### src/rtl/pll_lock_reset_seq.sv
// PLL bring-up and supervision: timed power-down pulse, lock wait with bounded
// retries, lock settle window, fabric reset release and lock-loss re-sequencing.
module pll_lock_reset_seq #(
  parameter int PD_CYCLES     = 16,
  parameter int LOCK_TIMEOUT  = 50000,
  parameter int SETTLE_CYCLES = 1024,
  parameter int MAX_RETRIES   = 3,
  parameter int CNT_W         = 16
) (
  input  logic       CLK,
  input  logic       ARST_N,
  input  logic       PLL_LOCK,
  input  logic       INIT_DONE,
  input  logic       RESTART,
  output logic       PLL_POWERDOWN_N,
  output logic       FABRIC_RESET_N,
  output logic       LOCK_STABLE,
  output logic       FAULT,
  output logic [3:0] RETRY_CNT,
  output logic [7:0] LOSS_CNT
);

  typedef enum logic [2:0] {
    S_IDLE,
    S_PWRDN,
    S_WAIT_LOCK,
    S_SETTLE,
    S_RUN,
    S_FAULT
  } state_t;

  localparam logic [CNT_W-1:0] PD_LAST     = CNT_W'(PD_CYCLES - 1);
  localparam logic [CNT_W-1:0] TIMEOUT_LAST = CNT_W'(LOCK_TIMEOUT - 1);
  localparam logic [CNT_W-1:0] SETTLE_LAST = CNT_W'(SETTLE_CYCLES - 1);
  localparam logic [3:0]       RETRY_MAX   = 4'(MAX_RETRIES);

  state_t           state, state_nxt;
  logic [CNT_W-1:0] timer;
  logic             lock_meta_p0;
  logic             lock_s;
  logic [3:0]       retry_nxt;
  logic [7:0]       loss_nxt;
  logic             restart_take;

  function automatic logic [7:0] sat_inc8(input logic [7:0] v);
    return (v == 8'hFF) ? v : v + 8'd1;
  endfunction

  // PLL_LOCK is asynchronous to CLK: two-flop synchronizer
  always_ff @(posedge CLK or negedge ARST_N) begin
    if (!ARST_N) begin
      lock_meta_p0 <= 1'b0;
      lock_s       <= 1'b0;
    end else begin
      lock_meta_p0 <= PLL_LOCK;
      lock_s       <= lock_meta_p0;
    end
  end

  always_comb begin
    state_nxt    = state;
    retry_nxt    = RETRY_CNT;
    loss_nxt     = LOSS_CNT;
    restart_take = RESTART && (state != S_IDLE);
    if (restart_take) begin
      state_nxt = S_PWRDN;
      retry_nxt = '0;
    end else begin
      case (state)
        S_IDLE:      if (INIT_DONE) state_nxt = S_PWRDN;
        S_PWRDN:     if (timer == PD_LAST) state_nxt = S_WAIT_LOCK;
        S_WAIT_LOCK: begin
          if (lock_s) begin
            state_nxt = S_SETTLE;
          end else if (timer == TIMEOUT_LAST) begin
            if (RETRY_CNT == RETRY_MAX) begin
              state_nxt = S_FAULT;
            end else begin
              state_nxt = S_PWRDN;
              retry_nxt = RETRY_CNT + 4'd1;
            end
          end
        end
        // A lock drop during settle restarts the wait without costing a retry
        S_SETTLE: begin
          if (!lock_s) begin
            state_nxt = S_WAIT_LOCK;
          end else if (timer == SETTLE_LAST) begin
            state_nxt = S_RUN;
            retry_nxt = '0;
          end
        end
        S_RUN: begin
          if (!lock_s) begin
            state_nxt = S_WAIT_LOCK;
            loss_nxt  = sat_inc8(LOSS_CNT);
          end
        end
        S_FAULT:     state_nxt = S_FAULT;
        default:     state_nxt = S_IDLE;
      endcase
    end
  end

  // State, timer, counters and Moore outputs decoded from the next state
  always_ff @(posedge CLK or negedge ARST_N) begin
    if (!ARST_N) begin
      state           <= S_IDLE;
      timer           <= '0;
      RETRY_CNT       <= '0;
      LOSS_CNT        <= '0;
      PLL_POWERDOWN_N <= 1'b0;
      FABRIC_RESET_N  <= 1'b0;
      LOCK_STABLE     <= 1'b0;
      FAULT           <= 1'b0;
    end else begin
      state           <= state_nxt;
      timer           <= ((state_nxt != state) || restart_take) ? '0 : timer + CNT_W'(1);
      RETRY_CNT       <= retry_nxt;
      LOSS_CNT        <= loss_nxt;
      PLL_POWERDOWN_N <= (state_nxt == S_WAIT_LOCK) || (state_nxt == S_SETTLE) ||
                         (state_nxt == S_RUN);
      FABRIC_RESET_N  <= (state_nxt == S_RUN);
      LOCK_STABLE     <= (state_nxt == S_RUN);
      FAULT           <= (state_nxt == S_FAULT);
    end
  end

endmodule

### config.mk
export PLATFORM = sky130hd
export DESIGN_NAME = pll_lock_reset_seq
export DESIGN_NICKNAME = d
export VERILOG_FILES = /design/src/rtl/pll_lock_reset_seq.sv
export SDC_FILE = /design/constraint.sdc
export NUM_CORES = 1
export LEC_CHECK = 0
export CORE_MARGIN = 2
export CORE_UTILIZATION = 60
export DETAILED_ROUTE_END_ITERATION = 8
export PLACE_DENSITY_LB_ADDON = 0.05
export SYNTH_ARGS = -nofsm -noshare
export SYNTH_HDL_FRONTEND = slang
export SYNTH_SLANG_ARGS = --single-unit
### constraint.sdc
create_clock -name CLK -period 4.3 [get_ports CLK]
set_input_delay 0.645 -clock CLK [delete_from_list [all_inputs] [get_ports CLK]]
set_output_delay 0.645 -clock CLK [all_outputs]
set_load 0.005 [all_outputs]
==> results of run 1 <==
==> cells by family after synthesis <==
kind of cell             share of synthesized area [%]
XOR/XNOR                                          9.14
buffers and inverters                             3.92
adder cells (fa/ha/maj)                           1.86
AO/OA/AOI/OAI                                     10.9
flip-flops                                        44.7
multiplexers                                     0.559
AND/OR/NAND/NOR                                   28.8
==> report_power, final <==
part	switching [mW]	internal [mW]
Clock	0.110	0.122
Sequential	0.0451	0.366
Combinational	0.126	0.0992
Total	0.281	0.587
==> per-layer routing <==
metal	up-vias	routed length [µm]	global-route usage [%]
met5	-	0	0
met4	0	40	7.29
met3	5	109	5.80
met2	17	1790	34.0
met1	723	1590	24.1
li1	721	-	-
==> worst register-to-register path: cells and delay by family (launching register included) <==
kind,cells,cell delay [ns]
AO/OA/AOI/OAI,2,0.53
AND/OR/NAND/NOR,4,0.98
flip-flops,1,0.43
adder cells (fa/ha/maj),1,0.21
==> metrics by stage <==
stage	util (%)	worst slack, ns	hold slack, ns
after floorplan	-	2.22	0.331
after global placement	67.3	1.74	0.337
after detailed placement	67.3	1.73	0.340
after CTS	69.6	2.05	0.366
after global routing	69.6	1.87	0.381
final	69.6	2.04	0.363
==> final timing paths <==
path | from | to | slack [ns] | cells past startpoint
max in group asynchronous | ARST_N | state[1] | 3.29 | 2
worst min-delay path | lock_meta_p0 | lock_s | 0.36 | 0
worst max register to register | timer[0] | timer[15] | 2.04 | 7
worst max-delay path | timer[0] | timer[15] | 2.04 | 7
min in group asynchronous | ARST_N | timer[5] | 0.70 | 2
worst min register to register | lock_meta_p0 | lock_s | 0.36 | 0
==> placed cells by master, fill, tap and decap left out, types with 3 or more instances in the layout <==
cell type and instances:
and3_1 6, and2_2 3, nor2_4 4, a21oi_1 5
dfrtp_1 36, xnor2_1 11, nor2_1 20, nand2_1 13
nand3_1 8, clkbuf_4 5, ha_1 3, clkdlybuf4s50_1 20
inv_1 3, xor2_1 10, nor4_1 3, nand2b_1 4
nand4_1 8, nor2_2 7
==> flip-flops by register name, summed over array words and instances, names as in the netlist <==
| signal | flops |
|---|---|
| RETRY_CNT | 4 |
| LOCK_STABLE | 1 |
| timer | 16 |
| lock_s | 1 |
| state | 3 |
| FAULT | 1 |
| lock_meta_p0 | 1 |
| PLL_POWERDOWN_N | 1 |
| LOSS_CNT | 8 |
==> area by class of cell <==
class                           instances  share of cell area, %
Multi-Input combinational cell        147                   45.2
Sequential cell                        36                   39.4
Timing Repair Buffer                   21                   9.08
Tap cell                               46                   2.52
Clock buffer                            6                   1.81
Clock inverter                          2                   1.53
Inverter                                3                  0.492
==> results_dict.tcl, run 1 <==
set metrics [dict create \
    dr.pass1.iters 4 \
    cts_resized 0 \
    syn-instance-count 193 \
    final.setup.tns_ns 0 \
    port_buffers 20 \
    drive_above_1_share_pct 15.8 \
    cap_viol_max_count 0 \
    yosysTopAreaCellShare_pct 44.7 \
    drt_iter0_drc 98 \
    grt_pass1_vias 1276 \
    ys_seq_area_share_pct 44.7 \
    tightest_slew_ns 0.508 \
    yosysTopAreaCell "dfrtp_1" \
    finalPower_mw 0.868 \
    slowest_delay_ns 0.43 \
    syn_area_mm2 0.00201 \
    cts_tree "done" \
    syn_nets 201 \
    fin_nets 222 \
    boundaryPins 21 \
    seqCellArea_um2 901 \
    hold_path.class "reg -> reg" \
    dp.cells 253 \
    antenna_cells 0 \
    yosysMostFrequentCell "dfrtp_1" \
    dp_hpwl_mm 2.53 \
    fin_crit_ns 2.26 \
    numCtsBuffers 5 \
    h-tree-depth 2 \
    core_mm2 0.00328 \
    synth-edff-count 0 \
    ir_worst_vdd_uv 257 \
    cp-end-kind "register" \
    setup_violations 0 \
    worst_ep_arrival_time_ns 2.48 \
    cp_data_required_time_ns 4.52 \
    drt_wl_total_mm 3.53 \
    cp_max_fo 16 \
    synthTopCellsByArea "dfrtp_1 45%, xnor2_1 4.8%, xor2_1 4.4%" \
    synth_flop_cell "dfrtp_1" \
    clock-sinks 36 \
    grt_usage_pct 20.0 \
    multi_input_area_mm2 0.00103 \
    synth-seq-cells 36 \
    dpl_cell_area_mm2 0.00221 \
    stdcell_area_mm2 0.00229 \
    fillers 257 \
    path_class "reg -> reg" \
    crit_slowest_cell "dfrtp_1" \
    path_clk_slew_ns 0.10 \
    num_vias 1466 \
    area_growth_pct 13.6 \
    path_cells "ha_1 > and3_1 > nand2_2 > nor4_2 > a311o_1 > a211o_4 > nor2_1" \
    synthTopCellsByCount "36 x dfrtp_1, 20 x nor2_1, 13 x nand2_1" \
    cts-hold-fix-buffers 0 \
    relSlewSlack_pct 65.8 \
    hold_viol 0 \
    die_h_um 61.9 \
    via_per_inst 5.62 \
    place_congestion 0.823 \
    grt_pass1_wl_mm 5.55 \
    die_area_mm2 0.00383 \
    ys_types 55 \
    antenna_found_initial 0 \
    grt_remaining_overflow 0 \
    post_drt_wl_per_cell_um 13.5 \
    syn_avg_cell_area_um2 10.4 \
    grt_max_degree 37 \
    fin_crit_sh_pct 52.6 \
    async_reset_ff_share_pct 100 \
    power.leakage_nw 0.965 \
    crit_buf_inv 0 \
    start_util_pct 61.3 \
    post_cts_buffers 0 \
    startpoint_type "register" \
    cts-root-buf "clkbuf_4" \
    die_w_um 61.9 \
    rows 21 \
    drc 0 \
    skew_ns 0.0121 \
    powerDensity_mw_per_mm2 380 \
    clock_path_buffers 2 \
    fmax_mhz 442 \
    stdcell_count 261 \
    slew_viol_final 0 \
    crit_family "simple AND/OR/NAND/NOR gates" \
    ant_nets 0 \
    yosysWarnings 0 \
    clk-insertion-delay-late_ns 0.34 \
    status "complete, no violations" \
    rsz0062_at_grt "no" \
]
(Power assumes the default switching activity.)
==> inputs of run 2 (changes only) <==
--- a/config.mk
+++ b/config.mk
@@ -6,7 +6,7 @@
 export NUM_CORES = 1
 export LEC_CHECK = 0
 export CORE_MARGIN = 2
-export CORE_UTILIZATION = 60
+export CORE_UTILIZATION = 56
 export DETAILED_ROUTE_END_ITERATION = 8
 export PLACE_DENSITY_LB_ADDON = 0.05
 export SYNTH_ARGS = -nofsm -noshare
==> constraint.sdc (replaced) <==
create_clock -name CLK -period 2.3 [get_ports CLK]
set_input_delay 0.345 -clock CLK [delete_from_list [all_inputs] [get_ports CLK]]
set_output_delay 0.345 -clock CLK [all_outputs]
set_load 0.005 [all_outputs]
==> run 2 against run 1 <==
Routed wire length up 4.8%. Total power increased by 89%. Non-clock buffer count grew 4. Hold slack got worse by 0.0051 ns. Critical path depth unchanged. Critical path type unchanged.
==> results_dict.tcl, run 2 (synthesis gave the netlist of run 1 again) <==
set metrics [dict create \
    setup_violations 0 \
    cp-end-kind "register" \
    power_frac_comb_pct 28.2 \
    rsz0062_at_grt "yes" \
    die_h_um 64.0 \
    path_clk_slew_ns 0.11 \
    power.share.clock_pct 26.5 \
    fmax_mhz 457 \
    layout_common_cells "36 x dfrtp_1, 20 x nor2_1, 20 x clkdlybuf4s50_1" \
    place_congestion 0.887 \
    antenna_found_initial 0 \
    stdcell_area_mm2 0.00233 \
    largest_reg_flops 16 \
    fillers 259 \
    p_seq_share_pct 45.2 \
    stdcell_count 265 \
    drt_iter0_drc 81 \
    cts-root-buf "clkbuf_4" \
    startpoint_type "register" \
    layout_commonest_cell "dfrtp_1" \
    cts_tree "done" \
    p_sw_share_pct 32.5 \
    grt_pass1_wl_mm 6.60 \
    clock-sinks 36 \
    dr.pass1.iters 4 \
    top_regs "timer: 16 flops, LOSS_CNT: 8 flops, RETRY_CNT: 4 flops" \
    grt_pass1_vias 1455 \
    clk-insertion-delay-late_ns 0.35 \
    grt_max_degree 37 \
    rows 21 \
    via_per_inst 5.71 \
    grt_usage_pct 20.8 \
    hold_path.class "reg -> reg" \
    dp_hpwl_mm 2.68 \
    antenna_cells 0 \
    final.setup.tns_ns 0 \
    fin_nets 226 \
    final_util_pct 68.7 \
    cp_data_required_time_ns 2.56 \
    port_buffers 20 \
    drt_wl_total_mm 3.70 \
    multi_input_area_mm2 0.00104 \
    seqCellArea_um2 901 \
    h-tree-depth 2 \
    die_w_um 64.0 \
    dp_slack_ns 0.0368 \
    area_growth_pct 15.6 \
    drive_above_1_share_pct 17.8 \
    setup_ws_ns 0.114 \
    fin_crit_ns 2.19 \
    num_vias 1514 \
    skew_ns 0.0147 \
    slew_viol_final 0 \
    core_mm2 0.00339 \
    finalPower_mw 1.64 \
    hold_viol 0 \
    power_switching_mw 0.534 \
    clock_path_buffers 2 \
    dp.cells 257 \
    cap_viol_max_count 0 \
    post_drt_wl_per_cell_um 14.0 \
    relSlewSlack_pct 69.3 \
    drc 0 \
    start_util_pct 59.4 \
    ir_worst_vdd_uv 440 \
    numCtsBuffers 5 \
    status "complete, no violations" \
    cts-hold-fix-buffers 0 \
    fin_crit_sh_pct 95.0 \
    p_int_mw 1.11 \
    die_area_mm2 0.00409 \
    path_class "reg -> reg" \
    top_register "timer" \
    boundaryPins 21 \
    powerDensity_mw_per_mm2 706 \
    ant_nets 0 \
    dpl_cell_area_mm2 0.00224 \
    power.leakage_nw 0.993 \
    tightest_slew_ns 0.458 \
    worst_ep_arrival_time_ns 2.45 \
    cp_max_fo 16 \
    grt_remaining_overflow 0 \
    hold_ws_ns 0.358 \
]
## run 2: cell types whose count changed in the layout (fill, tap and decap cells not counted), sizes merged
cell,previous run,this run
buf,1,5
## run 2: timing repair
item | in CTS | in global routing
buffers inserted | 0 | 0
resized for setup | 0 | 2
endpoints found under the setup margin | 0 | 16
## run 2: final cells by class
cell class	instances	area share, %
Multi-Input combinational cell	147	44.8
Sequential cell	36	38.7
Timing Repair Buffer	25	10.2
Tap cell	46	2.47
Clock buffer	6	1.77
Clock inverter	2	1.51
Inverter	3	0.484
## run 2: path summary, 6_finish.rpt
path / start / to / slack, ns / cells after the start
worst max-delay path: timer[0] / timer[5] / 0.11 / 7
worst min-delay path: lock_meta_p0 / lock_s / 0.36 / 0
worst max register to register: timer[0] / timer[5] / 0.11 / 7
worst min register to register: lock_meta_p0 / lock_s / 0.36 / 0
max in group asynchronous: ARST_N / timer[1] / 1.57 / 2
min in group asynchronous: ARST_N / timer[9] / 0.40 / 2
## run 2: power by group through the flow
stage / combinational [mW] / sequential [mW] / clock [mW]
4_1_cts: 0.467 / 0.743 / 0.446
3_5_place_dp: 0.465 / 0.755 / 0
6_report: 0.464 / 0.743 / 0.436
3_3_place_gp: 0.449 / 0.752 / 0
5_1_grt: 0.515 / 0.754 / 0.482
2_1_floorplan: 0.429 / 0.737 / 0
## run 2: per-layer routing
metal | GRT usage, % | vias up | part of all wire (%)
met5 | 0 | - | 0
met4 | 7.34 | 0 | 1.0
met3 | 5.63 | 4 | 4.0
met2 | 35.3 | 36 | 53
met1 | 25.5 | 742 | 42
li1 | - | 732 | -
## run 2: worst max-delay path, cell delays in order (launching register included)
cell and delay (ns):
dfrtp_1 0.43, ha_1 0.24, and3_2 0.25, nand2_2 0.15, o21ai_1 0.11, a311o_1 0.35
a211o_4 0.44, nor2_1 0.16
